### config.mk
export PLATFORM = sky130hd
export DESIGN_NAME = sb_trans_deframer
export DESIGN_NICKNAME = d
export VERILOG_FILES = /design/src/rtl/sb_trans_deframer.sv
export SDC_FILE = /design/constraint.sdc
export NUM_CORES = 1
export LEC_CHECK = 0
export CAP_MARGIN = 30
export CORE_ASPECT_RATIO = 1.5
export CORE_MARGIN = 2
export CORE_UTILIZATION = 58
export DETAILED_ROUTE_END_ITERATION = 8
export PLACE_DENSITY = 0.81
export REMOVE_ABC_BUFFERS = 1
export SLEW_MARGIN = 30
export SYNTH_ARGS = -nofsm -noshare
export SYNTH_HDL_FRONTEND = slang
export SYNTH_SLANG_ARGS = --single-unit
### constraint.sdc
create_clock -name sb_clk -period 4.6 [get_ports sb_clk]
set_input_delay 0.69 -clock sb_clk [delete_from_list [all_inputs] [get_ports sb_clk]]
set_output_delay 0.69 -clock sb_clk [all_outputs]
set_load 0.02 [all_outputs]
### src/rtl/sb_trans_deframer.sv
// Sideband receive deframer: DLE-framed AT command/response and LT frames.
// Optional CRC-16 checking is compiled in with `define SB_CRC_CHECK_EN.
module sb_trans_deframer #(
  parameter int unsigned MAX_DATA_BYTES = 64,
  parameter int unsigned ADDR_W         = 8,
  parameter int unsigned IDX_W          = 7
) (
  input  logic              sb_clk,
  input  logic              rst,
  input  logic              sbrx_valid,
  input  logic [7:0]        sbrx_data,
  input  logic              sbrx_error,
  input  logic              tconnect,
  input  logic              tdisconnect,
  output logic              t_valid,
  output logic              t_is_cmd,
  output logic              t_write,
  output logic [ADDR_W-1:0] t_address,
  output logic [6:0]        t_len,
  input  logic [IDX_W-1:0]  rd_idx,
  output logic [7:0]        rd_data,
  output logic              lt_valid,
  output logic              trans_error,
  output logic              disconnect
);

  localparam logic [7:0] DLE     = 8'hFE;
  localparam logic [7:0] STX_CMD = 8'h05;
  localparam logic [7:0] STX_RSP = 8'h04;
  localparam logic [7:0] ETX     = 8'h40;
  localparam logic [7:0] LSE     = 8'hA0;
  localparam logic [7:0] CLSE    = 8'h5F;

  localparam logic [7:0]  MAX_B   = 8'(MAX_DATA_BYTES);
  localparam logic [7:0]  CNT_MAX = 8'(MAX_DATA_BYTES + 4);
  localparam int unsigned AW      = (MAX_DATA_BYTES > 1) ? $clog2(MAX_DATA_BYTES) : 1;

  typedef enum logic [2:0] {
    S_DISCONNECT,
    S_IDLE,
    S_DLE1,
    S_LT,
    S_BODY,
    S_ESC
  } state_t;

  state_t     state, state_nx;
  logic [7:0] cnt, cnt_nx;
  logic       kind, kind_nx;
  logic [7:0] addr, addr_nx;
  logic [7:0] len_b, len_nx;
  logic [7:0] d_exp;
  logic       crc_ok;
  logic       start, store;
  logic       acc, lt_p, err_p;
  logic       wr_en;
  logic [AW-1:0] wr_idx;
  logic [7:0] mem [2**AW];

`ifdef SB_CRC_CHECK_EN
  logic [15:0] crc, crc_nx;
  logic [15:0] crc_win, crc_win_nx;

  // Reflected form of polynomial 0x8005, bytes consumed LSB first.
  function automatic logic [15:0] crc_fold(input logic [15:0] c, input logic [7:0] b);
    logic [15:0] r;
    r = c ^ {8'h00, b};
    for (int unsigned i = 0; i < 8; i++)
      r = r[0] ? ((r >> 1) ^ 16'hA001) : (r >> 1);
    return r;
  endfunction

  assign crc_ok = (crc == crc_win);
`else
  assign crc_ok = 1'b1;
`endif

  assign d_exp      = (kind == len_b[7]) ? {1'b0, len_b[6:0]} : 8'd0;
  assign disconnect = (state == S_DISCONNECT);

  always_comb begin
    state_nx = state;
    cnt_nx   = cnt;
    kind_nx  = kind;
    addr_nx  = addr;
    len_nx   = len_b;
`ifdef SB_CRC_CHECK_EN
    crc_nx     = crc;
    crc_win_nx = crc_win;
`endif
    start  = 1'b0;
    store  = 1'b0;
    acc    = 1'b0;
    lt_p   = 1'b0;
    err_p  = 1'b0;
    wr_en  = 1'b0;
    wr_idx = '0;

    if (tdisconnect) begin
      state_nx = S_DISCONNECT;
    end else if (state == S_DISCONNECT) begin
      if (tconnect) state_nx = S_IDLE;
    end else if (sbrx_valid) begin
      if (sbrx_error && state != S_IDLE) begin
        err_p    = 1'b1;
        state_nx = S_IDLE;
      end else begin
        case (state)
          S_IDLE: if (sbrx_data == DLE) state_nx = S_DLE1;
          S_DLE1: begin
            if (sbrx_data == STX_CMD || sbrx_data == STX_RSP) begin
              start    = 1'b1;
              state_nx = S_BODY;
            end else if (sbrx_data == LSE) state_nx = S_LT;
            else if (sbrx_data != DLE)     state_nx = S_IDLE;
          end
          S_LT: begin
            state_nx = S_IDLE;
            if (sbrx_data == CLSE) lt_p = 1'b1;
            else                   err_p = 1'b1;
          end
          S_BODY: begin
            if (sbrx_data == DLE) state_nx = S_ESC;
            else                  store = 1'b1;
          end
          S_ESC: begin
            if (sbrx_data == DLE) begin
              store    = 1'b1;
              state_nx = S_BODY;
            end else if (sbrx_data == ETX) begin
              state_nx = S_IDLE;
              if (cnt == d_exp + 8'd4 && crc_ok) acc = 1'b1;
              else                               err_p = 1'b1;
            end else if (sbrx_data == STX_CMD || sbrx_data == STX_RSP) begin
              err_p    = 1'b1;
              start    = 1'b1;
              state_nx = S_BODY;
            end else begin
              err_p    = 1'b1;
              state_nx = S_IDLE;
            end
          end
          default: state_nx = S_IDLE;
        endcase
      end
    end

    if (start) begin
      kind_nx = (sbrx_data == STX_CMD);
      cnt_nx  = '0;
`ifdef SB_CRC_CHECK_EN
      crc_nx  = crc_fold(16'hFFFF, sbrx_data);
`endif
    end

    // Escaped DLE reaches here with sbrx_data already equal to 0xFE.
    if (store) begin
      if (cnt == CNT_MAX) begin
        err_p    = 1'b1;
        state_nx = S_IDLE;
      end else if (cnt == 8'd1 && {1'b0, sbrx_data[6:0]} > MAX_B) begin
        err_p    = 1'b1;
        state_nx = S_IDLE;
      end else begin
        cnt_nx = cnt + 8'd1;
        if (cnt == 8'd0) addr_nx = sbrx_data;
        if (cnt == 8'd1) len_nx  = sbrx_data;
`ifdef SB_CRC_CHECK_EN
        crc_win_nx = {sbrx_data, crc_win[15:8]};
        if (cnt < 8'd2 || cnt < d_exp + 8'd2) crc_nx = crc_fold(crc, sbrx_data);
`endif
        if (cnt >= 8'd2 && (cnt - 8'd2) < MAX_B) begin
          wr_en  = 1'b1;
          wr_idx = AW'(cnt - 8'd2);
        end
      end
    end
  end

  always_ff @(posedge sb_clk or negedge rst) begin
    if (!rst) begin
      state       <= S_DISCONNECT;
      cnt         <= '0;
      kind        <= 1'b0;
      addr        <= '0;
      len_b       <= '0;
`ifdef SB_CRC_CHECK_EN
      crc         <= '1;
      crc_win     <= '0;
`endif
      t_valid     <= 1'b0;
      t_is_cmd    <= 1'b0;
      t_write     <= 1'b0;
      t_address   <= '0;
      t_len       <= '0;
      lt_valid    <= 1'b0;
      trans_error <= 1'b0;
    end else begin
      state       <= state_nx;
      cnt         <= cnt_nx;
      kind        <= kind_nx;
      addr        <= addr_nx;
      len_b       <= len_nx;
`ifdef SB_CRC_CHECK_EN
      crc         <= crc_nx;
      crc_win     <= crc_win_nx;
`endif
      t_valid     <= acc;
      lt_valid    <= lt_p;
      trans_error <= err_p;
      if (acc) begin
        t_is_cmd  <= kind;
        t_write   <= len_b[7];
        t_address <= ADDR_W'(addr);
        t_len     <= len_b[6:0];
      end
    end
  end

  always_ff @(posedge sb_clk) begin
    if (wr_en) mem[wr_idx] <= sbrx_data;
  end

  assign rd_data = (32'(rd_idx) < MAX_DATA_BYTES) ? mem[rd_idx[AW-1:0]] : 8'h00;

endmodule

== After elaboration in Yosys (flattened, before gate mapping) ==
Memories as Yosys holds them, arrays and structs flattened.
Index checks and enable logic that the tools add are counted.
Word-level totals
  input port bits: 21
  memories: 1
  flip-flop bits (word level): 48
  RAM bits: 512
  logic and storage cells: 121
  output and inout bits: 29
Operators by class
  equal/unequal tests: 17
  reductions and logical operators: 8
  mux-type cells: 74
  order comparisons: 4
  add/subtract/negate cells: 3
  bitwise operators: 2
Memory list
  mem: depth 64, bits a word 8, rd ports 1, clocked after memory_dff 0, wr ports 1, line 58  | logic [7:0] mem [2**AW];
Operators with widths (number)
  3-bit two-way mux: 16
  1-bit two-way mux: 44
  8-bit two-way mux: 5
  8-bit by 7-bit equality test with 1-bit output (second input constant): 3
  6-bit two-way mux: 4
  8-bit by 3-bit equality test with 1-bit output (second input constant): 2
  8-bit equality test (second input constant): 2
  3-bit case mux with 4 select lines: 1
  7-bit by 3-bit adder with 8-bit output (second input constant): 1
  8-bit by 1-bit adder with 8-bit output (second input constant): 1
  8-bit by 1-bit equality test with 1-bit output (second input constant): 1
  8-bit equality test: 1
  8-bit by 2-bit greater-or-equal comparator with 1-bit output (second input constant): 1
  8-bit logical NOT: 1
  8-bit by 7-bit < comparator with 1-bit output (second input constant): 1
  8-bit inequality test (second input constant): 1
  4-bit AND reduction: 2
  8-bit by 2-bit subtractor with 8-bit output (second input constant): 1
  7-bit greater-than comparator (second input constant): 1
  7-bit < comparator (second input constant): 1
  7-bit two-way mux: 1
  3-bit by 2-bit equality test with 1-bit output (second input constant): 2
  3-bit equality test (second input constant): 2
  1-bit case mux with 2 select lines: 3
  7 further kinds: 10

== Longest topological paths before layout ==
Gate-level depths: netlist (run 1).
  word-level depth: 15
  depth in mapped cells: 10
  gate-level depth less buffers: 9

== Worst setup path before layout (run 1) ==
No wires, ideal clock.
  kind: input to output
  start point: input rd_idx[1]
  end point: output rd_data[2]
  path buffers: 3
  setup slack: 0.929 ns
  data arrival time: 2.981 ns
  stages on the path: 7
  required time: 3.910 ns
  path through: clkbuf_1 > buf_1 > clkbuf_1 > mux4_2 > mux4_2 > o21ai_0 > nand2_1
Between the ends
  longest elaborated chain between the ends: 2
  elaborated cells between the ends (all ways): 3
  classes of those cells: 1 x order compare; 1 x mux; 1 x memory
RTL lines
  from (decl): line 20  | input logic [IDX_W-1:0] rd_idx,
  memory read 64 x 8 bit or 7-bit < comparator (tied branches)
  8-bit two-way mux *: line 224  | assign rd_data = (32'(rd_idx) < MAX_DATA_BYTES) ? mem[rd_idx[AW-1:0]] : 8'h00;
  to (decl): line 21  | output logic [7:0] rd_data,
Every way passes the cells marked *; elsewhere a longest branch is shown, timed or not.

== Worst setup path after layout (run 1) ==
Same ends and word-level chain as after synthesis.

==> results.sh, run 1 <==
export IMPL_grt_max_degree=69
export IMPL_cp_slowest_cell="mux4_2"
export IMPL_synthCells=1141
export IMPL_yosysTopAreaCellShare_pct=68.1
export IMPL_die_w_um=165
export IMPL_crit_path_end_kind="output port"
export IMPL_clockBufferDepth=3
export IMPL_antenna_found_initial=2
export IMPL_path_class="in -> out"
export IMPL_area_growth_pct=14.5
export IMPL_finalSetupViolCount=0
export IMPL_layout_common_cells="edfxtp_1 (512), mux4_2 (140), buf_4 (93)"
export IMPL_avgSynthCellArea_um2=19.8
export IMPL_peakVddDrop_mv=0.330
export IMPL_drtIter0Drc=1251
export IMPL_drt_antenna_violating_nets=0
export IMPL_skew_ps=17.0
export IMPL_setup_tns_final_ps=0
export IMPL_ys_flop_type="edfxtp_1"
export IMPL_multi_input_area_mm2=0.00574
export IMPL_synth_seq_cells=560
export IMPL_ys_types=56
export IMPL_dp_hpwl_mm=32.3
export IMPL_switchingPower_mw=2.04
export IMPL_dr_pass1_iters=5
export IMPL_post_cts_resized=0
export IMPL_critPathRequiredTime_ps=3910
export IMPL_finalNetCount=1307
export IMPL_die_h_um=246
export IMPL_ys_top_cells_by_area="edfxtp_1 (68%), mux4_2 (14%), dfrtp_1 (5.3%), mux2_2 (1.8%), mux2i_1 (1.8%)"
export IMPL_routed_via_density=6.51
export IMPL_hold_buffers=0
export IMPL_cts_setup_buffers=0
export IMPL_p_int_mw=8.20
export IMPL_synth_edf_count=512
export IMPL_clkTransAtPathRegs_ps=60
export IMPL_rows=88
export IMPL_h_tree_depth=2
export IMPL_vias=11788
export IMPL_drc=0
export IMPL_wl_per_cell_um=28.7
export IMPL_wirelength_mm=52.0
export IMPL_grt_overflow=0
export IMPL_crit_fanout=32
export IMPL_synth_warnings=0
export IMPL_clock_sinks=560
export IMPL_drive_gt1_share_pct=28.1
export IMPL_worst_path_largest_cell_delay_ps=560
export IMPL_combPwrFrac_pct=4.8
export IMPL_cts_tree="built"
export IMPL_arrival_ps=3360
export IMPL_cap_violations=0
export IMPL_clock_latency_ps=570
export IMPL_seq_area_frac_synth_pct=73.4
export IMPL_hold_viol_final=0
export IMPL_fillCellCount=2333
export IMPL_maxSlewViolCount=0
export IMPL_crit_start="rd_idx[1]"
export IMPL_max_slew_worst_pin_slew_ps=838
export IMPL_timing_final_crit_share_pct=88.1
export IMPL_pwr_share_seq_pct=54.3
export IMPL_p_clk_share_pct=41.0
export IMPL_die_area_mm2=0.0405
export IMPL_cts_made_buffers=48
export IMPL_min_period_ps=4050
export IMPL_crit_path_start_kind="input port"
export IMPL_io_buffer_count=49
export IMPL_outcome="completed"
export IMPL_slew_headroom_pct=43.9
export IMPL_netlist_area_mm2=0.0226
export IMPL_reg2reg_from="cnt[1]"
export IMPL_grt_usage_pct=26.6
export IMPL_hp_class="in -> async"
export IMPL_grt_pass1_vias=12417
export IMPL_grt_pass1_wl_mm=77.5
export IMPL_synth_top_cell_by_area="edfxtp_1"
export IMPL_power_density_mw_per_mm2=396
export IMPL_max_freq_ghz=0.247
export IMPL_final_common_cell="edfxtp_1"
export IMPL_num_io_pins=50
export IMPL_switching_share_pct=20.0
export IMPL_power_mw=10.2
export IMPL_rsz0062_at_grt="no"
export IMPL_clock_root_buffer="clkbuf_16"
export IMPL_async_flop_share_pct=8.57
export IMPL_core_area_mm2=0.0384
export IMPL_p_leak_nw=8.67
export IMPL_initial_core_util_pct=58.7
export IMPL_routabilityCongestion=0.872
export IMPL_area_sequential_mm2=0.0166
export IMPL_timing_critical_path_cells="buf_6 > buf_4 > mux4_2 > mux2i_1 > a2111oi_0 > a31oi_1 > nand2_1 > clkdlybuf4s50_1"
-- power by group through the flow --
stage	logic [mW]	registers, mW	clock network, mW
detailed placement	0.485	5.67	0
global placement	0.473	5.67	0
floorplan	0.197	5.67	0
finish	0.488	5.56	4.20
CTS	0.490	5.56	4.24
global route	0.515	5.55	4.41
-- critical path: cells and delay by family --
| kind | cells | cell delay (ps) |
|---|---|---|
| muxes | 2 | 890 |
| AOI/OAI and AO/OA | 2 | 390 |
| buffers and inverters | 3 | 1230 |
| and+or+nand+nor | 1 | 100 |
-- per-stage QoR --
stage               worst slack (ps)  cells  utilization [%]  instance area, µm²  hold WS, ps
floorplan                       1240   1084                -               22300          394
global placement                 589   1725             63.0               24200          484
detailed placement               467   1725             63.0               24200          495
CTS                              416   1810             67.3               25800          152
global route                     478   1811             67.3               25800          195
finish                           548   1811             67.3               25800          152
-- synthesized netlist by cell type, types with 5 or more instances --
library cell,n
a21oi_1,9
a221oi_1,6
a22oi_1,13
and2_1,5
and3_1,6
buf_1,12
buf_2,9
clkbuf_1,35
dfrtp_1,48
edfxtp_1,512
ha_1,6
inv_1,8
mux2_2,36
mux2i_1,40
mux4_2,140
nand2_1,23
nand2b_1,10
nand3_1,18
nand4_1,14
nor2_1,82
nor2b_1,9
nor3_1,12
o211ai_1,5
o21ai_0,9
xor2_1,8
-- routing by layer --
metal | wire, µm | part of all wire, % | vias up | GRT usage [%]
met5 | 0 | 0 | - | 0
li1 | - | - | 4969 | -
met2 | 28100 | 54 | 616 | 47.4
met1 | 17900 | 34 | 6079 | 32.5
met4 | 2310 | 4.4 | 0 | 11.6
met3 | 3720 | 7.2 | 124 | 3.47
-- area by class of cell --
class / count / area share (%)
timing repair buffer: 146 / 4.84
sequential: 560 / 64.1
inverter: 8 / 0.116
tap: 495 / 2.40
antenna: 1 / 0.00968
multi-input combinational: 516 / 22.2
clock buffer: 55 / 4.83
clock inverter: 30 / 1.46
-- flip-flops by register name (all words and copies together), names as in the netlist, 3 cells and up --
| register | flops |
|---|---|
| mem | 512 |
| addr | 8 |
| cnt | 8 |
| len_b | 8 |
| t_address | 8 |
| t_len | 7 |
| state | 3 |
-- final timing paths --
check / to / cells past startpoint / slack, ps
worst max-delay path: rd_data[2] / 8 / 550
worst min-delay path: t_len[3] / 1 / 150
worst max register to register: mem[4][6] / 10 / 1060
worst min register to register: addr[4] / 1 / 500
max in group asynchronous: t_address[1] / 1 / 4040
min in group sb_clk: addr[4] / 1 / 500
-- cell families after synthesis --
family          count (synthesis)  synth area share [%]
simple gates                  205                  4.60
mux                           216                  17.5
fa+ha+maj                       6                 0.333
buf+inv                        65                  1.16
flops                         560                  73.4
xor+xnor                       12                 0.466
compound gates                 77                  2.46
(Power assumes the default switching activity.)
==> run 2, diff against run 1 <==
Settings changed: CORE_ASPECT_RATIO 1.5 to 0.6, CORE_UTILIZATION 58 to 66, PLACE_DENSITY 0.81 to 0.9.
==> results.sh, run 2 (same netlist as run 1, synthesis figures left out) <==
export IMPL_outcome="completed"
export IMPL_die_h_um=147
export IMPL_grt_pass1_wl_mm=88.8
export IMPL_io_buffer_count=49
export IMPL_hold_buffers=0
export IMPL_initial_core_util_pct=67.0
export IMPL_core_area_mm2=0.0337
export IMPL_p_leak_nw=8.73
export IMPL_power_density_mw_per_mm2=391
export IMPL_cts_setup_buffers=0
export IMPL_layout_common_cells="edfxtp_1 (512), mux4_2 (140), buf_4 (119)"
export IMPL_rsz0062_at_grt="no"
export IMPL_whs_ps=221
export IMPL_cts_tree="built"
export IMPL_die_w_um=243
export IMPL_finalSetupViolCount=0
export IMPL_final_cells=1796
export IMPL_cap_violations=0
export IMPL_setup_tns_final_ps=0
export IMPL_grt_max_degree=69
export IMPL_path_class="in -> out"
export IMPL_power_mw=10.1
export IMPL_area_sequential_mm2=0.0166
export IMPL_dp_cells=1714
export IMPL_fin_area_mm2=0.0258
export IMPL_vias=12904
export IMPL_cp_slowest_cell="mux2i_1"
export IMPL_rows=52
export IMPL_slew_headroom_pct=37.1
export IMPL_clock_sinks=560
export IMPL_hp_class="in -> async"
export IMPL_max_freq_ghz=0.235
export IMPL_area_growth_pct=14.4
export IMPL_hold_viol_final=0
export IMPL_wl_per_cell_um=33.7
export IMPL_placed_area_mm2=0.0243
export IMPL_crit_fanout=34
export IMPL_multi_input_area_mm2=0.00573
export IMPL_drt_antenna_violating_nets=0
export IMPL_cts_made_buffers=46
export IMPL_drc=0
export IMPL_grt_pass1_vias=13091
export IMPL_fillCellCount=1661
export IMPL_largest_reg_flops=512
export IMPL_grt_usage_pct=34.9
export IMPL_skew_ps=19.0
export IMPL_dr_pass1_iters=6
export IMPL_critPathRequiredTime_ps=3910
export IMPL_timing_final_crit_share_pct=92.6
export IMPL_max_slew_worst_pin_slew_ps=941
export IMPL_final_common_cell="edfxtp_1"
export IMPL_routabilityCongestion=1.02
export IMPL_crit_path_end_kind="output port"
export IMPL_dp_hpwl_mm=36.5
export IMPL_arrival_ps=3570
export IMPL_drtIter0Drc=2134
export IMPL_peakVddDrop_mv=0.374
export IMPL_wirelength_mm=60.5
export IMPL_h_tree_depth=2
export IMPL_worst_path_largest_cell_delay_ps=570
export IMPL_grt_overflow=0
export IMPL_clock_root_buffer="clkbuf_16"
export IMPL_finalNetCount=1330
export IMPL_antenna_found_initial=3
export IMPL_min_period_ps=4260
export IMPL_routed_via_density=7.18
export IMPL_num_io_pins=50
export IMPL_clockBufferDepth=3
export IMPL_maxSlewViolCount=0
export IMPL_clkTransAtPathRegs_ps=70
export IMPL_largest_register="mem"
export IMPL_timing_critical_path_cells="buf_6 > buf_12 > buf_4 > mux4_2 > mux2i_1 > a22oi_1 > o211ai_1 > nand2_1 > clkdlybuf4s50_1"
export IMPL_post_cts_resized=0
export IMPL_die_area_mm2=0.0357
export IMPL_drive_gt1_share_pct=28.7
export IMPL_crit_path_start_kind="input port"
export IMPL_clock_latency_ps=570
run 2: worst paths after layout:
kind                                 to    startpoint  cells past startpoint  slack, ps
setup reg to reg             mem[59][0]        cnt[2]                     10        740
hold / removal                 state[1]           rst                      2        220
min in group sb_clk                kind  sbrx_data[0]                      2        500
setup / recovery             rd_data[6]     rd_idx[1]                      9        340
hold reg to reg            t_address[3]  t_address[3]                      1        520
max in group asynchronous  t_address[4]           rst                      2       3910
run 2: final cells by class:
type	count	area share, %
clock buffer	60	4.95
inverter	8	0.116
multi-input combinational	516	22.2
sequential	560	64.2
tap	459	2.22
antenna	1	0.00969
timing repair buffer	171	5.46
clock inverter	21	0.872
run 2: critical path, delay by kind of cell:
family | cells | cell delay [ps]
multiplexers | 2 | 1050
buffers and inverters | 4 | 1370
AO/OA/AOI/OAI | 2 | 300
AND/OR/NAND/NOR | 1 | 110
run 2: per-layer routing:
metal / vias to the layer above / wire (µm) / track usage [%]
li1: 5022 / - / -
met1: 6472 / 20500 / 49.9
met2: 1209 / 28400 / 54.1
met3: 199 / 9540 / 9.85
met4: 2 / 2120 / 10.2
met5: - / 10 / 0
run 2: metrics by stage:
step           util [%]  setup slack, ps
6_report           76.6              340
3_3_place_gp       72.2              501
5_1_grt            76.6              311
2_1_floorplan         -             1240
4_1_cts            76.6              437
3_5_place_dp       72.2              458
run 2: where the power goes:
group | switching [mW] | internal [mW] | leakage (nW)
Clock | 1.78 | 2.24 | 0.733
Combinational | 0.328 | 0.199 | 2.73
Sequential | 0.00491 | 5.55 | 5.27
